[config.mk]
export PLATFORM = sky130hd
export DESIGN_NAME = vxe_fifo_wr_arb
export DESIGN_NICKNAME = d
export VERILOG_FILES = /design/src/rtl/vxe_fifo_wr_arb.sv
export SDC_FILE = /design/constraint.sdc
export NUM_CORES = 1
export LEC_CHECK = 0
export CAP_MARGIN = 20
export CORE_MARGIN = 5
export CORE_UTILIZATION = 35
export DETAILED_ROUTE_END_ITERATION = 10
export GPL_ROUTABILITY_DRIVEN = 0
export PLACE_DENSITY = 0.89
export SETUP_SLACK_MARGIN = 0.15
export SYNTH_ARGS = -nofsm -noshare
export SYNTH_HDL_FRONTEND = slang
export SYNTH_SLANG_ARGS = --single-unit
export TNS_END_PERCENT = 10
[constraint.sdc]
create_clock -name clk -period 5 [get_ports clk]
set_input_delay 1.25 -clock clk [delete_from_list [all_inputs] [get_ports clk]]
set_output_delay 1.25 -clock clk [all_outputs]
set_load 0.05 [all_outputs]
[src/rtl/vxe_fifo_wr_arb.sv]
// Round-robin write arbiter: NREQ requesters share one FIFO write port, up to BURST_LEN beats per grant.
// Zero-cycle latency (req_vld -> fifo_wr combinational); fifo_in_rdy=0 stalls the beat but keeps the grant.
module vxe_fifo_wr_arb #(
  parameter int DATA_WIDTH = 32,
  parameter int NREQ       = 4,
  parameter int BURST_LEN  = 4
) (
  input  logic                       clk,
  input  logic                       nrst,
  input  logic [NREQ-1:0]            req_vld,
  input  logic [NREQ*DATA_WIDTH-1:0] req_data,
  output logic [NREQ-1:0]            req_rdy,
  output logic [NREQ-1:0]            grant,
  output logic [DATA_WIDTH-1:0]      fifo_data,
  output logic                       fifo_wr,
  input  logic                       fifo_in_rdy
);

  localparam int PW = (NREQ <= 2) ? 1 : $clog2(NREQ);

  typedef enum logic {IDLE, LOCK} state_t;

  state_t          state, state_nxt;
  logic [PW-1:0]   ptr, ptr_nxt;
  logic [PW-1:0]   owner, owner_nxt;
  logic [7:0]      cnt, cnt_nxt;
  logic [8:0]      cnt_sum;
  logic            win_found;
  logic [PW-1:0]   win_idx;
  logic            gnt_vld;
  logic [PW-1:0]   gnt_idx;

  function automatic logic [PW-1:0] wrap_inc(input logic [PW-1:0] v);
    return (int'(v) == NREQ - 1) ? '0 : v + PW'(1);
  endfunction

  // Scan from the highest offset down so the nearest valid requester after ptr wins last.
  always_comb begin : p_win
    int t;
    logic [PW-1:0] cand;
    t         = 0;
    cand      = '0;
    win_found = 1'b0;
    win_idx   = '0;
    for (int k = NREQ - 1; k >= 0; k--) begin
      t = int'(ptr) + k;
      if (t >= NREQ) t = t - NREQ;
      cand = PW'(t);
      if (req_vld[cand]) begin
        win_found = 1'b1;
        win_idx   = cand;
      end
    end
  end

  assign cnt_sum = {1'b0, cnt} + 9'd1;

  always_comb begin
    state_nxt = state;
    ptr_nxt   = ptr;
    owner_nxt = owner;
    cnt_nxt   = cnt;
    gnt_vld   = 1'b0;
    gnt_idx   = '0;
    case (state)
      IDLE: begin
        gnt_vld = win_found;
        gnt_idx = win_idx;
        if (win_found) begin
          if (fifo_in_rdy && BURST_LEN == 1) begin
            ptr_nxt = wrap_inc(win_idx);
          end else begin
            state_nxt = LOCK;
            owner_nxt = win_idx;
            cnt_nxt   = fifo_in_rdy ? 8'd1 : 8'd0;
          end
        end
      end
      LOCK: begin
        gnt_vld = 1'b1;
        gnt_idx = owner;
        if (!req_vld[owner]) begin
          // Owner went away: give up the grant, costing one bubble.
          state_nxt = IDLE;
          ptr_nxt   = wrap_inc(owner);
        end else if (fifo_in_rdy) begin
          cnt_nxt = cnt_sum[7:0];
          if (cnt_sum == 9'(BURST_LEN)) begin
            state_nxt = IDLE;
            ptr_nxt   = wrap_inc(owner);
          end
        end
      end
      default: begin
        state_nxt = IDLE;
      end
    endcase
  end

  always_ff @(posedge clk) begin
    if (!nrst) begin
      state <= IDLE;
      ptr   <= '0;
      owner <= '0;
      cnt   <= '0;
    end else begin
      state <= state_nxt;
      ptr   <= ptr_nxt;
      owner <= owner_nxt;
      cnt   <= cnt_nxt;
    end
  end

  always_comb begin
    for (int i = 0; i < NREQ; i++) begin
      grant[i] = nrst & gnt_vld & (gnt_idx == PW'(i));
    end
  end

  assign req_rdy   = grant & req_vld & {NREQ{fifo_in_rdy}};
  assign fifo_wr   = |req_rdy;
  assign fifo_data = (nrst && gnt_vld) ? req_data[int'(gnt_idx)*DATA_WIDTH +: DATA_WIDTH]
                                       : '0;

endmodule

# Word level (Yosys, flattened, before mapping)

Cells that the tools add are included.

Output and inout port bits: 41
Logic and storage cells: 86
Flip-flop bits (word level): 13
Input bits: 135

Bitwise logic cells: 8
$lt $le $gt $ge: 9
Multiplexer cells: 39
Equal/unequal tests: 10
Shifts and indexed selects: 1
Reduce and logical (&&, ||, !) cells: 6
Add/sub/neg operators: 9

Operators with widths:

| cell                | number |
|---|---|
| $shiftx 128x8->32   | 1 |
| $mux 32             | 1 |
| $mux 2              | 12 |
| $mux 8              | 3 |
| $pmux 8 s2          | 1 |
| $lt 2x3->1 const B  | 5 |
| $mux 1              | 14 |
| $bmux 1 s2          | 5 |
| $add 8x1->9 const B | 1 |
| $eq 9x3->1 const B  | 1 |
| $ge 3x3->1 const B  | 3 |
| $and 4x4->4         | 2 |
| $sub 2x1->2 const B | 4 |
| $add 2x2->3 const B | 2 |
| $ne 2x2->1 const B  | 3 |
| $reduce_and 3->1    | 2 |
| $and 1x1->1         | 5 |
| $eq 2x1->1 const B  | 2 |
| $eq 2x2->1 const B  | 2 |
| $ne 2x1->1 const B  | 2 |
| $pmux 1 s2          | 2 |
| $pmux 2 s2          | 1 |
| $reduce_or 4->1     | 1 |
| $add 2x1->3 const B | 1 |
| 6 further kinds     | 6 |

# Logic depth before layout (Yosys ltp)

Gate-level depths: netlist (run 1).

Depth after elaboration: 15
Gate-level depth with buffers: 7
Depth with buffers taken out: 6

# Worst setup path before layout (run 1)

Ideal clock, no wire load.

Path type: input to output
Start: input req_vld[3]
End: output fifo_wr
Path buffers: 2
Setup slack: 0.329 ns
Arrival time: 3.421 ns
Data required time: 3.750 ns
Stages: 6
Cell sequence: nand2b_1 -> a211o_1 -> a22o_1 -> buf_6 -> buf_2 -> a311oi_1

Cells in the longest elaborated chain, start to end: 12
Elaborated cells on any way between the ends: 30
Classes of those cells: 3 x eq/ne; 18 x mux; 7 x bitwise; 2 x reduce/logical

Ends and longest elaborated chain:

| what                                                 | RTL line | RTL |
|---|---|---|
| start: declaration                                   | 10       | `input logic [NREQ-1:0] req_vld,` |
| $bmux 1 s2                                           | 49       | `if (req_vld[cand]) begin` |
| $mux 1 (implied by the code)                         | 49       |  |
| $mux 2 / $mux 1 (equally long branches) (4 in a row) | 49       |  |
| $pmux 2 s2 / $pmux 1 s2 (equally long branches)      | 65       | `case (state)` |
| $eq 2x1->1 (tied with other cells)                   | 116      | `grant[i] = nrst & gnt_vld & (gnt_idx == PW'(i));` |
| $and 1x1->1                                          | 116      |  |
| $and 4x4->4 * (2 in a row)                           | 120      | `assign req_rdy = grant & req_vld & {NREQ{fifo_in_rdy}};` |
| $reduce_or 4->1 *                                    | 121      | `assign fifo_wr = \|req_rdy;` |
| end: declaration                                     | 15       | `output logic fifo_wr,` |

Every way passes the cells marked *; elsewhere a longest branch is shown, timed or not. The select of a mux whose other input is x is not followed.

# Final worst setup path (run 1)

Start: input req_vld[3]
End: output fifo_data[15]

Cells in the longest elaborated chain, start to end: 9
Elaborated cells on any way between the ends: 21
Classes of those cells: 1 x shift; 19 x mux; 1 x reduce/logical

Ends and longest elaborated chain:

| what                                                          | RTL line | RTL |
|---|---|---|
| $bmux 1 s2                                                    | 49       |  |
| $mux 1 (implied by the code)                                  | 49       |  |
| $mux 2 / $mux 1 (equally long branches) (4 in a row)          | 49       |  |
| $pmux 2 s2 / $pmux 1 s2 (equally long branches)               | 65       |  |
| $shiftx 128x8->32 / $logic_and 1x1->1 (equally long branches) | 122      | `assign fifo_data = (nrst && gnt_vld) ? req_data[int'(gnt_idx)*DATA_WIDTH +: DATA_WIDTH]` |
| $mux 32 *                                                     | 122      |  |
| end: declaration                                              | 14       | `output logic [DATA_WIDTH-1:0] fifo_data,` |

Marked as above.

==> impl_metrics.toml, run 1 <==
[global_route]
top_usage_layer = "met2"
grt_pass1_vias = 2603
grt_remaining_overflow = 0
use_met3_pct = 3.30
grt_max_degree = 35
antenna_found_initial = 0
grt_usage_pct = 24.4
use_met1_pct = 27.4
grt_pass1_wl_mm = 14.1
grt_util_met2_pct = 47.7

[critical_path]
crit_buf_inv = 3
critPathMaxStageDelay_ns = 0.52
arrival_ns = 3.53
slowest_stage = "clkdlybuf4s50_1"
timing.critical_path.fanout_max = 32
worstPathRequired_ns = 3.75
end_kind = "primary output"
cp_top_family = "compound AO/OA/AOI/OAI gates"
path_common_cell = "buf_12"
path_class = "primary input to primary output"
startpoint_type = "primary input"
path_cells = "clkdlybuf4s50_1 -> nand2b_1 -> a211o_1 -> a22o_4 -> buf_12 -> mux2i_1 -> o22ai_1 -> buf_12"

[yosys]
syn_area_mm2 = 0.00197
ys_seq_area_share_pct = 13.2
postSynthNetCount = 373
syn_area_per_cell_um2 = 8.40
async_flop_share_pct = 0
yosys_warnings = 0
synth_cells = 235
ys_seq_elements = 13
dominantRegCellSynth = "dfxtp_1"
synth_cell_types = 44
synth-edff-count = 0

[clock_tree]
clockBufferDepth = 2
ctsHoldBuffers = 0
clkSinkCount = 13
clk_pin_slew_ns = 0.06
cts_made_buffers = 3
htree_num_levels = 1
cts_tree = "done"
cts_root_buf = "clkbuf_8"
clk_latency_ns = 0.24
cts_setup_buffers = 0

[pwr]
ir_drop_mv = 0.179
power_mw = 0.836
power.density_mw_per_mm2 = 202
p_leak_nw = 1.53

[drt]
dr_total_vias = 2646
post_drt_wl_per_cell_um = 20.2
drt_iter0_markers = 121
final_antenna_net_count = 0
viasPerCell = 5.57
drc_errors = 0
drt-total-wl_mm = 9.61
dr.pass1.iters = 4

[sta]
slew_violations = 0
hold_slack_ns = 0.509
fmax_ghz = 0.209
tightest_slew_ns = 0.586
hold_viol_final = 0
finalCritPeriodShare_pct = 95.5
relSlewSlack_pct = 60.8
fin_worst_skew_ns = 0.00527
fin_tns_setup_ns = 0
setup_viol = 0
rsz0062_at_grt = "false"
fin_crit_ns = 4.78

[flow_run]
drv_cap = 0

[floorplanning]
die_area_mm2 = 0.00724
die_y_um = 85.1
start_util_pct = 35.8
fp.dieW_um = 85.1
core-area_mm2 = 0.00551
ioPinCount = 176
placementRows = 27

[final_layout]
drive_above_1_share_pct = 16.1
postLayoutCoreUtil_pct = 75.1
syn_to_final_growth_pct = 110
finalInstanceArea_mm2 = 0.00414
diodes = 0
nNetsFinal = 542

[placed_design]
port_buffers = 175
place_area_mm2 = 0.00407
hpwlAfterDp_mm = 7.84

[hold_path]
hold_path.class = "flop to flop"

[status]
outcome = "finished clean"
[synthesized netlist by cell type (2+ instances only)]
master	count	share of area [%]
nand3b_1	2	0.76
nand2b_1	5	1.6
nor2b_1	3	0.95
nor4_1	2	0.63
a21oi_1	8	2.0
a2111oi_4	2	2.8
buf_6	11	6.3
a211o_1	2	0.89
clkbuf_1	2	0.38
nand3_1	4	1.0
a22oi_1	2	0.76
o21ai_0	5	1.3
inv_1	5	0.95
nor3b_1	3	1.1
ha_1	3	1.9
nor3_1	3	0.76
nand2_1	12	2.3
a31oi_1	2	0.63
nor2_1	16	3.0
nand4_1	2	0.63
o21ai_1	3	0.76
buf_2	5	1.3
dfxtp_1	13	13
o22ai_1	32	10
and3_1	3	0.95
or3_1	2	0.63
mux2i_1	66	33
[per-stage QoR]
stage	setup WS [ns]	std cells
after detailed placement	0.257	471
final	0.224	475
after global routing	0.148	475
after global placement	0.314	471
after CTS	0.235	475
after floorplan	0.329	235
[final cells by class]
type                       count  area [um^2]
sequential                    13          260
multi-input combinational    198         1560
inverter                       6         22.5
timing repair buffer         182         2160
tap                           72         90.1
clock buffer                   4         45.0
fill                         354         1370
[power breakdown]
group / switching [mW] / internal (mW)
clock: 0.0367 / 0.0562
combinational: 0.307 / 0.318
sequential: 0.00943 / 0.108
total: 0.353 / 0.482
[tightest hold or removal path, stage by stage, from the launching register on]
cell and delay (ns):
dfxtp_1 0.32, o21ai_1 0.07, a21oi_1 0.07
[path summary, 6_finish.rpt]
check | slack (ns) | end | start | cells past startpoint
worst max-delay path | 0.22 | fifo_data[15] | req_vld[3] | 8
worst min-delay path | 0.51 | cnt[6] | cnt[6] | 2
worst max register to register | 3.06 | cnt[0] | owner[0] | 5
worst min register to register | 0.51 | cnt[6] | cnt[6] | 2
[what timing repair did]
item                                   CTS  global route
setup endpoints to repair                0            31
gates resized for setup                  0             4
endpoints found under the hold margin    0             0
[logic make-up after synthesis]
logic type,synth area share [%]
flops,13.2
mux,34.6
xor+xnor,0.444
fa+ha+maj,1.90
compound gates,23.4
simple gates,17.4
buf+inv,9.07
[cells in the final DEF (no fill, tap or decap), types with 3 or more instances in the layout]
| master | Yosys | routed |
|---|---|---|
| clkbuf_8 | 0 | 3 |
| buf_4 | 0 | 11 |
| nor3_1 | 3 | 3 |
| clkdlybuf4s50_1 | 0 | 134 |
| and3_1 | 3 | 3 |
| nor2_1 | 16 | 16 |
| mux2i_1 | 66 | 66 |
| dfxtp_1 | 13 | 13 |
| o21ai_1 | 3 | 3 |
| ha_1 | 3 | 3 |
| nand2b_1 | 5 | 5 |
| nor2b_1 | 3 | 3 |
| o21ai_0 | 5 | 5 |
| o22ai_1 | 32 | 29 |
| nand2_1 | 12 | 12 |
| inv_1 | 5 | 5 |
| o22ai_2 | 0 | 3 |
| buf_12 | 0 | 36 |
| nor3b_1 | 3 | 3 |
| a21oi_1 | 8 | 8 |
| nand3_1 | 4 | 4 |
[sequential cells by signal (all words and copies together) (netlist names)]
signal / cells
ptr: 2
cnt: 8
owner: 2
state: 1
[layer usage]
| metal | vias up | share of wire, % |
|---|---|---|
| met2 | 133 | 54 |
| met1 | 1252 | 37 |
| met5 | - | 0 |
| li1 | 1243 | - |
| met3 | 18 | 6.3 |
| met4 | 0 | 2.2 |
Power figures use the tool's default switching activity.
==> run 2: changes to the inputs <==
Settings changed: CORE_UTILIZATION 35 to 32, PLACE_DENSITY 0.89 to 0.82.
Clock period 5 ns to 4.5 ns, I/O delays scaled along.
==> run 2 against run 1 <==
  * Clock-buffer cell count stayed put
  * Routed wire length is 20% higher
  * Clock power is 12% higher
  * Flip-flop and latch count stayed put
  * Cell count is 0.84% higher
  * Power is 22% higher
  * Register-to-register slack worse by 0.45 ns
  * Setup slack worse by 0.058 ns
  * Clock skew is 0.0037 ns higher
  * First-iteration DRC count is 9.1% lower
  * Highest routed layer unchanged
==> impl_metrics.toml, run 2 (synthesis gave the netlist of run 1 again) <==
[critical_path]
timing.critical_path.fanout_max = 17
r2r_cells = 5
arrival_ns = 3.21
worstPathRequired_ns = 3.38
end_kind = "primary output"
path_class = "primary input to primary output"
startpoint_type = "primary input"

[sta]
fin_worst_skew_ns = 0.00893
finalCritPeriodShare_pct = 96.3
fmax_ghz = 0.231
hold_slack_ns = 0.507
rsz0062_at_grt = "true"
fin_tns_setup_ns = 0
tightest_slew_ns = 0.568
hold_viol_final = 0
fin_crit_ns = 4.33
relSlewSlack_pct = 62.1
setup_slack_ns = 0.166
slew_violations = 0
setup_viol = 0

[pwr]
p_sw_mw = 0.437
power.density_mw_per_mm2 = 223
pwr-share-comb_pct = 76.9
power_mw = 1.02
seq_power_share_pct = 12.9
clkPwrFrac_pct = 10.2
ir_drop_mv = 0.347
internal-power_mw = 0.578
p_leak_nw = 1.68
swShare_pct = 43.0

[placed_design]
dp.cells = 474
place_worst_setup_slack_ns = 0.0752
place_area_mm2 = 0.00419
port_buffers = 175
hpwlAfterDp_mm = 8.33

[drt]
drt-total-wl_mm = 11.5
drt_iter0_markers = 110
post_drt_wl_per_cell_um = 24.1
final_antenna_net_count = 0
dr_total_vias = 2797
drc_errors = 0
dr.pass1.iters = 4
viasPerCell = 5.84

[global_route]
use_met1_pct = 25.7
antenna_found_initial = 0
grt_max_degree = 35
top_usage_layer = "met2"
grt_pass1_vias = 2509
grt_util_met2_pct = 43.7
grt_pass1_wl_mm = 14.1
grt_remaining_overflow = 0
use_met3_pct = 5.59
grt_usage_pct = 23.9

[hold_path]
hold_path.class = "flop to flop"
whs_path_depth = 2

[final_layout]
postLayoutCoreUtil_pct = 76.4
diodes = 0
syn_to_final_growth_pct = 131
fill_cells = 358
final_common_cell = "clkdlybuf4s50_1"
largest_reg_flops = 8
nNetsFinal = 543
finalInstanceArea_mm2 = 0.00455
top_register = "cnt"
instances_no_fill = 479
top_regs = "cnt (8), owner (2), ptr (2)"
layout_common_cells = "clkdlybuf4s50_1, mux2i_1, buf_12"
drive_above_1_share_pct = 26.2

[floorplanning]
fp.dieW_um = 88.5
die_area_mm2 = 0.00784
ioPinCount = 176
start_util_pct = 33.1
core-area_mm2 = 0.00596
die_y_um = 88.5
placementRows = 28

[flow_run]
drv_cap = 0

[status]
outcome = "finished clean"

[clock_tree]
clk_pin_slew_ns = 0.06
cts_root_buf = "clkbuf_8"
cts_tree = "done"
cts_setup_buffers = 0
ctsHoldBuffers = 0
cts_made_buffers = 3
clk_latency_ns = 0.25
clkSinkCount = 13
htree_num_levels = 1
clockBufferDepth = 2
==> run 2: repair_timing <==
action / in CTS / in global routing
pin swaps: 0 / 2
hold endpoints to repair: 0 / 0
setup endpoints to repair: 29 / 38
gates resized for setup: 2 / 48
cloned: 0 / 1
==> run 2: final timing paths <==
path         slack [ns]        from       endpoint
max                0.17  req_vld[2]  fifo_data[19]
min                0.51      cnt[6]         cnt[6]
max reg2reg        2.61    owner[0]         cnt[0]
min reg2reg        0.51      cnt[6]         cnt[6]
==> run 2: per-layer routing <==
metal	share of wire, %	wire [um]
met5	0	0
met3	8.2	945
met4	4.7	539
met2	52	5970
met1	35	4080
==> run 2: cell type report <==
| class | instances | area, um^2 | share of cell area, % |
|---|---|---|---|
| timing repair buffer | 183 | 2300 | 50.6 |
| sequential | 13 | 260 | 5.72 |
| multi-input combinational | 198 | 1830 | 40.2 |
| tap | 75 | 93.8 | 2.06 |
| inverter | 6 | 22.5 | 0.495 |
| clock buffer | 4 | 45.0 | 0.990 |
==> run 2: worst max-delay path: stages <==
cell and delay, ns:
clkdlybuf4s50_1 0.48, nand2b_4 0.19, a2111oi_4 0.39, nor3_2 0.11
nand2b_2 0.24, clkbuf_16 0.23, o22ai_2 0.26, buf_12 0.17
==> run 2: power by group through the flow <==
stage,Sequential [mW],Clock [mW],Combinational [mW]
after global routing,0.132,0.113,0.809
after floorplan,0.129,0,0.356
final,0.131,0.104,0.780
after global placement,0.133,0,0.695
after CTS,0.131,0.106,0.711
after detailed placement,0.133,0,0.707
